## config.mk

```make
export PLATFORM = sky130hd
export DESIGN_NAME = itr_ctrl_fx
export DESIGN_NICKNAME = d
export VERILOG_FILES = /design/src/rtl/itr_pkg_fx.sv /design/src/rtl/prio_enc_fx.sv /design/src/rtl/itr_ctrl_fx.sv
export SDC_FILE = /design/constraint.sdc
export NUM_CORES = 1
export LEC_CHECK = 0
export ABC_AREA = 1
export ABC_CLOCK_PERIOD_IN_PS = 2150
export BUFFER_PORTS_ARGS = -buffer_cell sky130_fd_sc_hd__buf_4
export CAP_MARGIN = 30
export CELL_PAD_IN_SITES_DETAIL_PLACEMENT = 1
export CELL_PAD_IN_SITES_GLOBAL_PLACEMENT = 2
export CORE_AREA = 2 2 79 51
export DETAILED_ROUTE_END_ITERATION = 16
export DIE_AREA = 0 0 81 53
export MAX_ROUTING_LAYER = met4
export PLACE_DENSITY = 0.81
export SETUP_SLACK_MARGIN = 0.02
export SLEW_MARGIN = 20
export SYNTH_ARGS = -nofsm -noshare
export SYNTH_HDL_FRONTEND = slang
export SYNTH_SLANG_ARGS = --single-unit
```

## constraint.sdc

```tcl
create_clock -name clk -period 2.15 [get_ports clk]
set_clock_uncertainty 0.05 [all_clocks]
set_input_delay 0.215 -clock clk [delete_from_list [all_inputs] [get_ports clk]]
set_output_delay 0.215 -clock clk [all_outputs]
set_load 0.02 [all_outputs]
```

## src/rtl/itr_pkg_fx.sv

```systemverilog
// Shared definitions for the prioritised interrupt controller: default sizing,
// derived widths and the lowest-set-bit search used by the priority encoders.
package itr_pkg_fx;

  localparam int NITR_DEF = 4;
  localparam int NEST_DEF = 2;
  localparam int IDW      = (NITR_DEF > 1) ? $clog2(NITR_DEF) : 1;
  localparam int DPW      = $clog2(NEST_DEF + 1);

  // Widest vector lsb_idx can search; encoders zero-extend into this.
  localparam int LSB_MAXW = 32;

  function automatic int lsb_idx(input logic [LSB_MAXW-1:0] vec);
    int r;
    r = 0;
    for (int i = LSB_MAXW - 1; i >= 0; i--) begin
      if (vec[i]) r = i;
    end
    return r;
  endfunction

endpackage

```

## src/rtl/prio_enc_fx.sv

```systemverilog
// Fixed-priority encoder: index 0 wins. Pure combinational, idx_o is 0 when
// nothing is set.
module prio_enc_fx
  import itr_pkg_fx::*;
#(
  parameter int N = 4,
  parameter int W = 2
) (
  input  logic [N-1:0] vec_i,
  output logic         vld_o,
  output logic [W-1:0] idx_o
);

  logic [LSB_MAXW-1:0] vec_ext;

  assign vec_ext = LSB_MAXW'(vec_i);
  assign vld_o   = |vec_i;
  assign idx_o   = W'(lsb_idx(vec_ext));

endmodule

```

## src/rtl/itr_ctrl_fx.sv

```systemverilog
// Nesting, maskable, fixed-priority interrupt controller in front of the core's
// single interrupt input. All outputs are decoded from registered state only.
module itr_ctrl_fx
  import itr_pkg_fx::*;
#(
  parameter int NITR   = NITR_DEF,
  parameter int MINSTW = 9,
  parameter int VBASE  = 1,
  parameter int VSTEP  = 4,
  parameter int NEST   = NEST_DEF,
  parameter int EDGE   = 1,
  localparam int IW    = (NITR > 1) ? $clog2(NITR) : 1,
  localparam int DW    = $clog2(NEST + 1)
) (
  input  logic              clk,
  input  logic              rst,
  input  logic [NITR-1:0]   irq_in,
  input  logic              cfg_wr,
  input  logic [NITR-1:0]   cfg_data,
  input  logic              itr_ack,
  input  logic              reti,
  output logic              itr,
  output logic [MINSTW-1:0] itr_addr,
  output logic [IW-1:0]     itr_id,
  output logic [DW-1:0]     depth,
  output logic              err
);

  localparam logic [DW-1:0] NEST_W = DW'(NEST);

  logic [NITR-1:0] irq_prev_q, irq_prev_d;
  logic [NITR-1:0] pend_q, pend_d;
  logic [NITR-1:0] mask_q, mask_d;
  logic [NITR-1:0] isr_q, isr_d;
  logic [DW-1:0]   depth_q, depth_d;
  logic            err_q, err_d;

  logic [NITR-1:0] cap;
  logic [NITR-1:0] allow;
  logic [NITR-1:0] elig;
  logic [NITR-1:0] pend_clr;
  logic            isr_vld;
  logic [IW-1:0]   isr_top;
  logic            req_vld;
  logic [IW-1:0]   req_id;
  logic            itr_int;

  prio_enc_fx #(.N(NITR), .W(IW)) u_isr_enc (
    .vec_i (isr_q),
    .vld_o (isr_vld),
    .idx_o (isr_top)
  );

  // Only sources strictly more urgent than the most urgent running ISR may preempt.
  always_comb begin
    allow = '0;
    for (int i = 0; i < NITR; i++) begin
      allow[i] = ~isr_vld | (IW'(i) < isr_top);
    end
  end

  assign elig = pend_q & mask_q & allow;

  prio_enc_fx #(.N(NITR), .W(IW)) u_elig_enc (
    .vec_i (elig),
    .vld_o (req_vld),
    .idx_o (req_id)
  );

  assign itr_int  = req_vld && (depth_q < NEST_W);
  assign itr      = itr_int;
  assign itr_id   = itr_int ? req_id : '0;
  assign itr_addr = itr_int ? MINSTW'(VBASE + int'(req_id) * VSTEP) : '0;
  assign depth    = depth_q;
  assign err      = err_q;

  assign cap = (EDGE != 0) ? (irq_in & ~irq_prev_q) : irq_in;

  // reti is applied before the ack so a same-cycle pair leaves depth unchanged.
  always_comb begin
    isr_d      = isr_q;
    depth_d    = depth_q;
    err_d      = err_q;
    pend_clr   = '0;
    irq_prev_d = irq_in;
    mask_d     = cfg_wr ? cfg_data : mask_q;

    if (reti) begin
      if (depth_q == '0) begin
        err_d = 1'b1;
      end else begin
        isr_d[isr_top] = 1'b0;
        depth_d        = depth_d - DW'(1);
      end
    end

    if (itr_ack) begin
      if (itr_int) begin
        pend_clr[req_id] = 1'b1;
        isr_d[req_id]    = 1'b1;
        depth_d          = depth_d + DW'(1);
      end else begin
        err_d = 1'b1;
      end
    end

    // A fresh capture on the acked source survives the clear.
    pend_d = (pend_q & ~pend_clr) | cap;
  end

  always_ff @(posedge clk) begin
    if (rst) begin
      irq_prev_q <= '0;
      pend_q     <= '0;
      mask_q     <= '1;
      isr_q      <= '0;
      depth_q    <= '0;
      err_q      <= 1'b0;
    end else begin
      irq_prev_q <= irq_prev_d;
      pend_q     <= pend_d;
      mask_q     <= mask_d;
      isr_q      <= isr_d;
      depth_q    <= depth_d;
      err_q      <= err_d;
    end
  end

  a_depth_matches_isr : assert property (@(posedge clk) disable iff (rst)
    int'(depth_q) == $countones(isr_q));

  a_depth_bounded : assert property (@(posedge clk) disable iff (rst)
    depth_q <= NEST_W);

endmodule

```

== Yosys cells after proc, flatten, opt, wreduce, memory -nomap -nowiden ==
Index checks and enable logic that the tools add are counted.
Cells by class
  $add $sub $neg: 3
  order comparisons: 9
  muxes and demuxes: 28
  bitwise logic cells: 15
  reductions and logical operators: 6
Operator list (count)
  2-bit 2-to-1 mux: 13
  4-bit 2-to-1 mux: 6
  4-bit AND: 5
  4-bit inverter: 3
  4-bit OR: 2
  4-bit OR reduction: 2
  2-bit by 3-bit less-than comparator with 1-bit output, second input constant: 2
  1-bit 2-to-1 mux: 6
  1-bit by 4-bit adder with 5-bit output, first input constant: 1
  5-bit 2-to-1 mux: 1
  1-bit demux with 2-bit select: 2
  2-bit by 1-bit greater-or-equal comparator with 1-bit output, second input constant: 2
  1-bit by 2-bit less-than comparator with 1-bit output, first input constant: 2
  2-bit less-than comparator, first input constant: 2
  1-bit OR: 4
  1-bit logical AND: 3
  2-bit by 1-bit adder with 2-bit output, second input constant: 1
  2-bit zero test: 1
  2-bit less-than comparator, second input constant: 1
  2-bit by 1-bit subtractor with 2-bit output, second input constant: 1
  1-bit inverter: 1
Word-level totals
  flip-flop bits (word level): 19
  input port bits: 13
  output and inout bits: 15
  logic and storage cells: 67

== Longest topological paths before layout ==
  word-level depth: 20
  gate-level depth with buffers: 9
  mapped depth without buffers: 9

== Modules after synthesis ==
Synthesis repeated with hierarchy kept, for this count alone.
Unflattened totals
  cells, all modules: 150
  area total of the unflattened synthesis: 984.7 um2
By module, submodules not included
  itr_ctrl_fx: times used 1, cells each 132, area an instance 892.1 um2, seq. area each 380.4 um2
  prio_enc_fx: times used 2, cells each 9, area an instance 46.3 um2, seq. area each 0.0 um2

== Least setup slack after synthesis ==
Ideal clock, no wire load.
  kind: register -> output
  start: register isr_q[1]
  end: output itr_id[0]
  arrival time: 1.460 ns
  data required time: 1.885 ns
  setup slack: 0.425 ns
  stages on the path, launching flop included: 9
  buffers on the path: 1
  cell sequence: dfxtp_1 -> nor2_2 -> nand3_1 -> nand2_2 -> nor2_2 -> nor2_4 -> inv_2 -> nor2_1 -> buf_4
Between the ends
  elaborated cells on any way between the ends: 20
  classes of those cells: 4 x order compare; 7 x mux; 6 x bitwise; 3 x reduce/logical
RTL lines
  start: declaration: RTL line itr_ctrl_fx.sv:34  | logic [NITR-1:0] isr_q, isr_d;
  start signal: assignment: RTL line itr_ctrl_fx.sv:123  | isr_q <= isr_d;
  2-bit 2-to-1 mux (2 in a row): RTL line itr_pkg_fx.sv:17  | if (vec[i]) r = i;
  1-bit by 2-bit less-than comparator with 1-bit output or 2-bit less-than comparator (tied branches): RTL line itr_ctrl_fx.sv:58  | allow[i] = ~isr_vld | (IW'(i) < isr_top);
  1-bit OR: RTL line itr_ctrl_fx.sv:58
  4-bit AND *: RTL line itr_ctrl_fx.sv:62  | assign elig = pend_q & mask_q & allow;
  4-bit OR reduction *: RTL line prio_enc_fx.sv:17  | assign vld_o = |vec_i;
  1-bit logical AND *: RTL line itr_ctrl_fx.sv:70  | assign itr_int = req_vld && (depth_q < NEST_W);
  net itr: RTL line itr_ctrl_fx.sv:22  | output logic itr,
  2-bit 2-to-1 mux *: RTL line itr_ctrl_fx.sv:72  | assign itr_id = itr_int ? req_id : '0;
  end: declaration: RTL line itr_ctrl_fx.sv:24  | output logic [IW-1:0] itr_id,
The timed path passes the listed nets; every way through them passes the cells marked *.

== Worst setup path in the final report ==
  start: register isr_q[1]
  end: output itr_addr[2]
Between the ends
  cells in the longest elaborated chain, start to end: 11
  elaborated cells on any way between the ends: 21
  classes of those cells: 1 x add/sub; 4 x order compare; 7 x mux; 6 x bitwise; 3 x reduce/logical
Ends and longest elaborated chain
  2-bit 2-to-1 mux (2 in a row): RTL line itr_pkg_fx.sv:17
  2-bit less-than comparator: RTL line itr_ctrl_fx.sv:58
  1-bit OR: RTL line itr_ctrl_fx.sv:58
  4-bit AND *: RTL line itr_ctrl_fx.sv:62
  2-bit 2-to-1 mux (4 in a row): RTL line itr_pkg_fx.sv:17
  1-bit by 4-bit adder with 5-bit output: RTL line itr_ctrl_fx.sv:73  | assign itr_addr = itr_int ? MINSTW'(VBASE + int'(req_id) * VSTEP) : '0;
  5-bit 2-to-1 mux *: RTL line itr_ctrl_fx.sv:73
  end: declaration: RTL line itr_ctrl_fx.sv:23  | output logic [MINSTW-1:0] itr_addr,
Every way passes the cells marked *; elsewhere a longest branch is shown, timed or not.

==> impl_metrics.csv <==
group,metric,value,unit
timing,report.final.setup_viol,0,
synthesis,synth_top_cell_area_share,0.4170,
global_routing,grt_overflow_total,0,
clock_tree,cts-resized-gates,0,
finish,fill_cells,466,
clock_tree,clock_latency_on_the_worst_skew_pair,260,ps
power_and_ir_drop,vdd_drop_max,0.0003154,V
timing,min_period,1768,ps
synthesis,synth_warnings,0,
finish,antennaDiodeCount,0,
global_routing,grt_pass1_wl,3.988,mm
global_routing,number_of_antenna_violations_at_the_first_check_in_global_routing,0,
timing,timing.final.crit_share,0.8224,
run,drv.max_cap_violation_count,0,
worst_setup_path,endpoint_kind,"output pin",
placed_design,portBuffers,21,
die,die-area,4293,um2
finish,ff_latch_area,380.4,um2
timing,report.final.slew_viol_count,0,
finish,layout-area-overhead-vs-synth,23.32,%
finish,drive_above_1_share,0.2102,
global_routing,globalRouteTotalUtil,0.1300,
die,start_util,0.2583,
route,number_of_iterations_in_the_first_detailed_routing_pass,4,
synthesis,synth_compound_gate_area_share,0.07270,
finish,multiInputGateArea,396.6,um2
synthesis,synthDistinctLibCells,17,
synthesis,ys_seq_elements,19,
placed_design,detailed_place.area,1076,um2
synthesis,synth-adder-area-share,0,
clock_tree,cts_hold_repair.buffers,0,
power_and_ir_drop,leakagePower,0.0005792,uW
clock_tree,cts.sinks,19,
synthesis,synth-seq-area-share,0.4170,
worst_setup_path,cp.arrival,1500,ps
synthesis,synthSimpleGateAreaFrac,0.3374,
synthesis,main_combinational_cell_family_by_area_after_synthesis,"simple AND/OR/NAND/NOR gates",
clock_tree,clk_pin_slew,80,ps
synthesis,netlist_area,912.1,um2
route,via_count,854,
worst_setup_path,required_time_at_the_endpoint_of_the_critical_path,1880,ps
timing,timing_hold_violations_final,0,
power_and_ir_drop,total_power,883.2,uW
clock_tree,tritoncts,"done",
synthesis,synthMuxAreaShare,0,
placed_design,hpwl,1.886,mm
route,drtAntennaViolNets,0,
route,totalWireLength,2.219,mm
die,dieHeight,53,um
synthesis,synth_area_leader_cell,"sky130_fd_sc_hd__dfxtp_1",
finish,post_route_cell_area,1125,um2
global_routing,grt_start_max_net_pins,16,
clock_tree,clockRootBuffer,"sky130_fd_sc_hd__clkbuf_8",
clock_tree,htreeDepth,1,
placed_design,place_congestion,0.8085,
timing,fin_setup_tns,0,ps
die,boundaryPins,28,
status,status,"finished clean",
worst_setup_path,crit_start_category,"flop",
clock_tree,ctsLongestPathBuffers,2,
finish,layout.core_utilization,0.3186,
timing,rsz0062_at_grt,"no",
finish,nets,171,
timing,clock.fmax,0.5656,GHz
synthesis,synth_cells,137,
route,drc_errors,0,
global_routing,first_global_vias,900,
min_path,worstHoldPathType,"primary input to flop",
power_and_ir_drop,pwr_density_cell,785.2,nW/um2
die,floorplan.core_area,3531,um2
worst_setup_path,timing.critical_path.fanout_max,5,
synthesis,synthesis.area_per_instance,6.658,um2
clock_tree,cts_inserted_buffers,3,
die,core.rowCount,17,
clock_tree,post-cts-setup-buffer-count,0,
die,die_x,81,um
route,detailedRoute.firstIterationViolations,14,
route,detail_route.vias_per_cell,4.186,
synthesis,synthXorXnorAreaFrac,0,
synthesis,synth.top_cells.by_area,"sky130_fd_sc_hd__dfxtp_1 42%, sky130_fd_sc_hd__nand2_1 13%, sky130_fd_sc_hd__nor2_1 9.9%, sky130_fd_sc_hd__inv_1 8.6%, sky130_fd_sc_hd__buf_4 7.4%",
worst_setup_path,timing.setup.critical_path_class,"flop to output pin",
route,wire_per_inst,10.88,um
-- layout by cell type (no fill, tap or decap), types with 3 or more instances in the layout --
| master | count |
|---|---|
| sky130_fd_sc_hd__clkbuf_8 | 3 |
| sky130_fd_sc_hd__nand2_1 | 32 |
| sky130_fd_sc_hd__nor2_2 | 3 |
| sky130_fd_sc_hd__nand3_1 | 11 |
| sky130_fd_sc_hd__a21oi_1 | 9 |
| sky130_fd_sc_hd__conb_1 | 6 |
| sky130_fd_sc_hd__dfxtp_1 | 19 |
| sky130_fd_sc_hd__buf_4 | 21 |
| sky130_fd_sc_hd__nor2_1 | 24 |
| sky130_fd_sc_hd__inv_1 | 21 |
-- cell type report --
cell class,count,share of cell area
Multi-Input combinational cell,91,0.3526
Sequential cell,19,0.3382
Timing Repair Buffer,21,0.1402
Inverter,22,0.07341
Tap cell,47,0.05228
Clock buffer,3,0.03671
Clock inverter,1,0.006674
-- layer usage --
metal  routed length [um]  GRT usage
met1                 1140     0.1562
met2                  913     0.2121
met3                  148    0.04266
met4                   16    0.03390
met5                    0          -
-- state kept, by name, summed over array words and instances (netlist names) --
register,count
irq_prev_q,4
isr_q,4
pend_q,4
depth,2
err,1
mask_q,4
-- synthesized netlist by cell type, drive strengths merged --
| library cell | n |
|---|---|
| buf | 9 |
| o31ai | 1 |
| conb | 1 |
| nand3 | 11 |
| dfxtp | 19 |
| inv | 22 |
| nand2 | 33 |
| or2 | 1 |
| clkbuf | 1 |
| o21ai | 2 |
| a21oi | 9 |
| nor2 | 28 |
-- kinds of logic (layout without fill, tap and decap cells) --
group / Yosys count / in the layout
simple gates: 73 / 73
compound gates: 12 / 12
other cells: 1 / 6
buf+inv: 32 / 47
flops: 19 / 19
-- critical path, stage by stage, from the launching register on --
cell and delay (ps):
sky130_fd_sc_hd__dfxtp_1 340, sky130_fd_sc_hd__nor2_2 160, sky130_fd_sc_hd__nand3_1 130, sky130_fd_sc_hd__nand2_2 90
sky130_fd_sc_hd__nor2_2 50, sky130_fd_sc_hd__nor2_4 130, sky130_fd_sc_hd__inv_2 50, sky130_fd_sc_hd__nor2_1 140
sky130_fd_sc_hd__buf_4 170
-- per-stage QoR --
step	hold slack, ps	instances	setup WS (ps)
6_report	114.9	204	381.9
5_1_grt	103.9	204	212.9
4_1_cts	111.0	204	353.1
3_5_place_dp	386.6	200	648.9
3_3_place_gp	375.7	200	721.5
2_1_floorplan	247.6	142	425.1
-- power breakdown --
group,internal (uW),total (uW),switching [uW]
Combinational,87.3,228,141
Sequential,378,396,18.4
Clock,131,259,128
-- final timing paths --
path | start | endpoint | slack, ps | cells past startpoint
worst max-delay path | isr_q[1] | itr_addr[2] | 380 | 8
worst min-delay path | cfg_data[2] | mask_q[2] | 110 | 3
worst max register to register | isr_q[0] | pend_q[2] | 790 | 9
worst min register to register | irq_prev_q[2] | pend_q[2] | 440 | 3
Note: power is estimated with default switching activity, not from simulation.
